`src/rtl/mesi_pkg.sv`:
```
// Shared types for the MESI snooping-bus controller: per-cache line states,
// bus FSM states and the snoop-side state transition.
package mesi_pkg;

  typedef enum logic [1:0] {
    MESI_I = 2'b00,
    MESI_S = 2'b01,
    MESI_E = 2'b10,
    MESI_M = 2'b11
  } mesi_state_t;

  typedef enum logic [2:0] {
    BUS_IDLE,
    BUS_SNOOP,
    BUS_EVICT,
    BUS_FILL,
    BUS_RESP
  } bus_state_t;

  // A peer holding the snooped line drops to S on a read and to I on a write.
  function automatic mesi_state_t snoop_next(input mesi_state_t cur, input logic is_write);
    if (cur == MESI_I || is_write) return MESI_I;
    return MESI_S;
  endfunction

endpackage

```
`src/rtl/mesi_rr_arbiter.sv`:
```
// N-way round-robin arbiter: grants the first request at or after the pointer,
// and moves the pointer past the grantee when the advance strobe is high.
module mesi_rr_arbiter #(
  parameter int N  = 2,
  parameter int IW = 1
) (
  input  logic          clk,
  input  logic          rst,
  input  logic [N-1:0]  i_req,
  input  logic          i_advance,
  output logic [N-1:0]  o_gnt,
  output logic [IW-1:0] o_gnt_idx
);

  logic [IW-1:0] r_ptr;
  logic [IW-1:0] w_cand;
  logic          w_found;

  // NOTE: every variable written in this block gets a default first, so no path leaves it unassigned (no latch).
  always_comb begin
    o_gnt     = '0;
    o_gnt_idx = '0;
    w_found   = 1'b0;
    w_cand    = '0;
    for (int k = 0; k < N; k++) begin
      w_cand = IW'((int'(r_ptr) + k) % N);
      if (!w_found && i_req[w_cand]) begin
        w_found        = 1'b1;
        o_gnt[w_cand]  = 1'b1;
        o_gnt_idx      = w_cand;
      end
    end
  end

  // NOTE: sequential state uses non-blocking assignments so every flop samples pre-edge values.
  always_ff @(posedge clk) begin
    if (rst) begin
      r_ptr <= '0;
    end else if (i_advance) begin
      r_ptr <= (o_gnt_idx == IW'(N - 1)) ? '0 : o_gnt_idx + IW'(1);
    end
  end

endmodule

```
`src/rtl/mesi_bus_ctrl.sv`:
```
// Snooping-bus MESI controller for N single-line caches: arbitrates requests,
// snoops peers, and drives line state, tags and one-cycle memory strobes.
module mesi_bus_ctrl
  import mesi_pkg::*;
#(
  parameter int N  = 2,
  parameter int AW = 32
) (
  input  logic          clk,
  input  logic          rst,
  input  logic [AW-1:0] addr [N],
  input  logic [N-1:0]  read_req,
  input  logic [N-1:0]  write_req,
  output logic [N-1:0]  done,
  output logic [N-1:0]  mem_read,
  output logic [N-1:0]  mem_write,
  output logic [1:0]    state [N],
  output logic [AW-1:0] line_addr [N]
);

  localparam int IW = (N > 1) ? $clog2(N) : 1;

  bus_state_t    r_bus, w_bus_nxt;
  mesi_state_t   r_state [N];
  mesi_state_t   w_state_nxt [N];
  logic [AW-1:0] r_line [N];
  logic [AW-1:0] w_line_nxt [N];
  logic [IW-1:0] r_g;
  logic          r_write;
  logic [AW-1:0] r_addr;
  logic          r_shared, w_shared_nxt;
  logic [N-1:0]  r_done, r_mem_read, r_mem_write;
  logic [N-1:0]  w_done_nxt, w_mem_read_nxt, w_mem_write_nxt;
  logic [N-1:0]  w_req, w_gnt;
  logic [IW-1:0] w_gnt_idx;
  logic          w_advance;
  logic          w_g_hit;

  assign w_req     = read_req | write_req;
  assign w_advance = (r_bus == BUS_IDLE) && (|w_req);

  mesi_rr_arbiter #(.N(N), .IW(IW)) u_arb (
    .clk       (clk),
    .rst       (rst),
    .i_req     (w_req),
    .i_advance (w_advance),
    .o_gnt     (w_gnt),
    .o_gnt_idx (w_gnt_idx)
  );

  assign w_g_hit = (r_line[r_g] == r_addr) && (r_state[r_g] != MESI_I);

  // Strobe registers are loaded with the value belonging to the state being entered,
  // which keeps every output a one-cycle registered Moore pulse.
  always_comb begin
    w_bus_nxt       = r_bus;
    w_shared_nxt    = r_shared;
    w_done_nxt      = '0;
    w_mem_read_nxt  = '0;
    w_mem_write_nxt = '0;
    for (int j = 0; j < N; j++) begin
      w_state_nxt[j] = r_state[j];
      w_line_nxt[j]  = r_line[j];
    end
    unique case (r_bus)
      BUS_IDLE: begin
        if (w_advance) begin
          w_bus_nxt = BUS_SNOOP;
          for (int j = 0; j < N; j++) begin
            if (j != int'(w_gnt_idx) && r_line[j] == addr[w_gnt_idx] && r_state[j] == MESI_M)
              w_mem_write_nxt[j] = 1'b1;
          end
        end
      end
      BUS_SNOOP: begin
        w_shared_nxt = 1'b0;
        for (int j = 0; j < N; j++) begin
          if (j != int'(r_g) && r_line[j] == r_addr && r_state[j] != MESI_I) begin
            w_shared_nxt   = 1'b1;
            w_state_nxt[j] = snoop_next(r_state[j], r_write);
          end
        end
        if (w_g_hit) begin
          if (r_write) w_state_nxt[r_g] = MESI_M;
          w_bus_nxt       = BUS_RESP;
          w_done_nxt[r_g] = 1'b1;
        end else if (r_state[r_g] == MESI_M) begin
          w_bus_nxt            = BUS_EVICT;
          w_mem_write_nxt[r_g] = 1'b1;
        end else begin
          w_bus_nxt           = BUS_FILL;
          w_mem_read_nxt[r_g] = 1'b1;
        end
      end
      BUS_EVICT: begin
        w_state_nxt[r_g]    = MESI_I;
        w_bus_nxt           = BUS_FILL;
        w_mem_read_nxt[r_g] = 1'b1;
      end
      BUS_FILL: begin
        w_line_nxt[r_g]  = r_addr;
        w_state_nxt[r_g] = r_write ? MESI_M : (r_shared ? MESI_S : MESI_E);
        w_bus_nxt        = BUS_RESP;
        w_done_nxt[r_g]  = 1'b1;
      end
      BUS_RESP: w_bus_nxt = BUS_IDLE;
      default:  w_bus_nxt = BUS_IDLE;
    endcase
  end

  always_ff @(posedge clk) begin
    if (rst) begin
      r_bus       <= BUS_IDLE;
      r_g         <= '0;
      r_write     <= 1'b0;
      r_addr      <= '0;
      r_shared    <= 1'b0;
      r_done      <= '0;
      r_mem_read  <= '0;
      r_mem_write <= '0;
      // NOTE: the per-cache line registers are reset too, since "invalid, tag 0" must be visible straight after reset.
      for (int j = 0; j < N; j++) begin
        r_state[j] <= MESI_I;
        r_line[j]  <= '0;
      end
    end else begin
      r_bus       <= w_bus_nxt;
      r_shared    <= w_shared_nxt;
      r_done      <= w_done_nxt;
      r_mem_read  <= w_mem_read_nxt;
      r_mem_write <= w_mem_write_nxt;
      for (int j = 0; j < N; j++) begin
        r_state[j] <= w_state_nxt[j];
        r_line[j]  <= w_line_nxt[j];
      end
      if (w_advance) begin
        r_g     <= w_gnt_idx;
        r_write <= |(write_req & w_gnt);
        r_addr  <= addr[w_gnt_idx];
      end
    end
  end

  assign done      = r_done;
  assign mem_read  = r_mem_read;
  assign mem_write = r_mem_write;

  always_comb begin
    for (int j = 0; j < N; j++) begin
      state[j]     = r_state[j];
      line_addr[j] = r_line[j];
    end
  end

endmodule

```
`config.mk`:
```
export PLATFORM = sky130hd
export DESIGN_NAME = mesi_bus_ctrl
export DESIGN_NICKNAME = d
export VERILOG_FILES = /design/src/rtl/mesi_pkg.sv /design/src/rtl/mesi_rr_arbiter.sv /design/src/rtl/mesi_bus_ctrl.sv
export SDC_FILE = /design/constraint.sdc
export NUM_CORES = 1
export LEC_CHECK = 0
export ABC_AREA = 1
export CORE_ASPECT_RATIO = 1.25
export CORE_MARGIN = 5
export CORE_UTILIZATION = 53
export CTS_CLUSTER_SIZE = 25
export DETAILED_ROUTE_END_ITERATION = 7
export GPL_TIMING_DRIVEN = 0
export PLACE_DENSITY_LB_ADDON = 0.12
export SYNTH_ARGS = -nofsm -noshare
export SYNTH_HDL_FRONTEND = slang
export SYNTH_HIERARCHICAL = 1
export SYNTH_SLANG_ARGS = --single-unit
```
`constraint.sdc`:
```
create_clock -name clk -period 2.3 [get_ports clk]
set_input_delay 0.345 -clock clk [delete_from_list [all_inputs] [get_ports clk]]
set_output_delay 0.345 -clock clk [all_outputs]
set_load 0.05 [all_outputs]
```
==> impl_results.md <==
- Startpoint types: flip-flop
- Max_slew headroom: about two fifths
- Data required, critical path: 2.66 ns
- Port bufs: 143
- Grt ovf: 0
- Critical path class: reg2reg
- Max incr delay on CP: 0.33 ns
- Distinct cell type count of the synthesized netlist: 34
- Total GRT Usage: between 30% and 40%
- Vias in the first global route: 8,883
- WL final: 31,200 um
- RSZ-0062 raised after global routing: true
- CTS tree: built
- Failing checks: negative setup slack
- Tmin final: 2.30 ns
- Slew Viols, Final: 0
- Worst setup margin: -0.00360 ns
- Hold WC Path Type: in2reg
- Post-place instance area: 9310 um^2
- Worst-path fanout max: 5
- Net Count, Synth: ~1,300
- Setup TNS: -0.00360 ns
- Critical-path top delay cell: dfxtp_2
- Setup WS pre-CTS: -0.964 ns
- Status: finished, violations left
- Initial core utilization: between 50% and 60%
- Tcrit/Tclk final: 100%
- Worst path top cell family by delay: simple AND/OR/NAND/NOR gates
- Post-CTS Hold Buffers: 0
- Asr flop ratio synth: 0%
- # clock sinks: approximately 110
- YS warnings: 6
- Fin Clk Skew: 0.00883 ns
- Final ANT Viol Nets: 0
- Detailed-route wire length per cell: 18.9 um
- Worst slew pin tran: 0.885 ns
- Ys flop type: dfxtp_1
- P_leak: 4.63 nW
- VDD IR max: 629 uV
- Die W: 118 um
- Number of diodes: 0
- Die Y: 144 um
- Top cell by count, worst path: buf_12
- DP HPWL: 21,800 um
- Initial antenna violation count: 0
- I/O pins: 144
- CP bufs+invs: 5
- CP Capture Type: flip-flop
- Max Clock Freq: between 400 and 500 MHz
- Core Box Area: 14,300 um^2
- Worst-path clk slew: 0.05 ns
- Average size of a mapped cell: 6.04 um^2
- #FFs+latches synth: 114
- Critical path, cell by cell: inv_2, a21oi_4, buf_12, buf_12, buf_12, buf_12, nand2_4, o21ai_4, xor2_1, nand3_1, nor3_2, nand2_1, nor2_1, nand2_1, a21oi_2
- Largest net degree at the start of global routing: 17
- Cell row count: 49
- Residual DRC: 0
- Fin area: 10,700 um^2
- P&R area growth vs syn: 39.3%
- Initial DRC Count: 1,271
- H-tree depth: 4
- First-pass GRT wire length: 47,000 um
- Fin. Hold Viols: 0
- Mapped cell area: 7660 um^2
- Nets: 1,530
- Worst-skew pair later-pin latency: 0.43 ns
- Post-synthesis sequential area ratio: around 30%
- Die Footprint: ~17,000 um^2
- Clock Path Buffers: 2
- Pwr/cell area: 801 nW/um^2
- Root Driver: clkbuf_16
- Share of layout cells above drive strength 1: between 10 and 15%
- Cts bufs inserted: 17
- Routed vias: 9,535
- Initial DRT Pass Iterations: 8
- Final setup viols: 1
- GPL Wtd Cong: 0.991
- Arr. time, crit path: 2.66 ns
- Final Util: 74.7%
- EDFF count, synth: 0
- Max Cap Violations: 0
- Final hold slack: 0.317 ns
- Gate Count Post-Synth: 1,268
- Drt via density: 5.78
==> final timing paths <==
kind / start / end / slack [ns] / cells past startpoint
max: flip-flop / mem_write[1] / -0.004 / 15
min: write_req[0] / r_write / 0.32 / 3
max reg2reg: flip-flop / mem_write[1] / -0.004 / 15
min reg2reg: r_addr[17] / r_addr[17] / 0.50 / 2
==> flip-flops by register name (all words and copies together) (netlist names), 2 cells and up, named ones only <==
register   flops
r_line        64
mem_read       2
r_bus          3
mem_write      2
done           2
r_addr        32
r_state        4
==> repair_timing <==
action | CTS | global route
setup endpoints to repair | 2 | 13
endpoints found under the hold margin | 0 | 0
resized for setup | 97 | 41
setup buffers | 16 | 10
gates cloned | 3 | 1
pin swaps | 23 | 34
==> worst register-to-register path, delay by kind of cell (launching register included) <==
family / cells / cell delay [ns]
AND/OR/NAND/NOR: 6 / 0.78
buffers and inverters: 5 / 0.57
flip-flops: 1 / 0.33
XOR/XNOR: 1 / 0.17
AO/OA/AOI/OAI: 3 / 0.38
==> metal layers <==
metal	share of wire, %	global-route usage (%)	vias up	wire length, um
li1	-	-	4461	-
met1	35	39.6	4279	10900
met2	47	59.2	629	14800
met3	11	8.92	166	3480
met4	6.6	23.5	0	2050
met5	0	0	-	0
==> area by class of cell <==
cell class	count	area [um^2]
Tap cell	178	223
Buffer	50	334
Fill cell	1162	3620
Sequential cell	114	2280
Inverter	172	648
Multi-Input combinational cell	932	4810
Timing Repair Buffer	173	1800
Clock inverter	13	113
Clock buffer	19	453
==> per-stage QoR <==
step | cells | power [mW]
final | 1651 | 8.55
after global routing | 1651 | 8.91
after global placement | 1589 | 5.39
after CTS | 1640 | 8.25
after floorplan | 1268 | 4.45
after detailed placement | 1589 | 5.43
==> layout by cell type, fill, tap and decap left out, types with 4 or more instances in the layout <==
master / netlist / routed
o22ai_1: 9 / 9
xnor2_1: 14 / 14
clkinv_2: 0 / 5
buf_4: 4 / 23
nand3_1: 53 / 51
o21ai_4: 0 / 11
dfxtp_1: 114 / 113
clkinv_4: 0 / 4
nor3_1: 12 / 7
clkbuf_16: 0 / 18
nor3_2: 1 / 6
a211oi_1: 19 / 18
clkbuf_1: 27 / 27
buf_12: 0 / 9
nand4_1: 19 / 19
buf_2: 9 / 5
xor2_1: 44 / 43
inv_1: 169 / 163
nor2_2: 2 / 8
o21ai_1: 16 / 10
o211ai_1: 12 / 12
buf_6: 7 / 5
clkdlybuf4s50_1: 0 / 139
o21ai_0: 128 / 110
nor2_1: 116 / 109
nand2_2: 1 / 7
o21ai_2: 0 / 13
nand2_1: 367 / 357
inv_2: 3 / 8
or2_2: 6 / 4
a21oi_1: 99 / 95
nand3_2: 2 / 4
nand2_4: 0 / 4
==> power breakdown <==
part,internal [mW],switching [mW]
Clock,1.53,1.02
Combinational,1.30,2.24
Sequential,2.18,0.263
Total,5.02,3.53
==> synth_stat cells (2+ instances only) <==
| cell type | number | area [um^2] |
|---|---|---|
| xnor2_1 | 14 | 123 |
| buf_2 | 9 | 45.0 |
| nor2_2 | 2 | 12.5 |
| nand2_1 | 367 | 1380 |
| clkbuf_1 | 27 | 101 |
| xor2_1 | 44 | 385 |
| o21ai_0 | 128 | 641 |
| dfxtp_1 | 114 | 2280 |
| inv_1 | 169 | 634 |
| buf_4 | 4 | 30.0 |
| o21ai_1 | 16 | 80.1 |
| o211ai_1 | 12 | 90.1 |
| o22ai_1 | 9 | 56.3 |
| nand3_2 | 2 | 20.0 |
| buf_1 | 3 | 11.3 |
| mux2i_1 | 3 | 30.0 |
| nand3b_1 | 3 | 22.5 |
| nor3_1 | 12 | 60.1 |
| or2_2 | 6 | 37.5 |
| buf_6 | 7 | 78.8 |
| a21oi_1 | 99 | 495 |
| nand3_1 | 53 | 265 |
| nor2_1 | 116 | 435 |
| a211oi_1 | 19 | 143 |
| nand4_1 | 19 | 119 |
| inv_2 | 3 | 11.3 |
==> logic make-up (layout without fill, tap and decap cells) <==
| kind of cell | Yosys count | in the layout | share of synthesized area [%] |
|---|---|---|---|
| AO/OA/AOI/OAI | 288 | 288 | 20.3 |
| XOR/XNOR | 58 | 58 | 6.63 |
| buffers and inverters | 222 | 427 | 11.9 |
| flip-flops | 114 | 114 | 29.8 |
| multiplexers | 3 | 3 | 0.392 |
| AND/OR/NAND/NOR | 583 | 583 | 31.0 |
(Power assumes the default switching activity.)
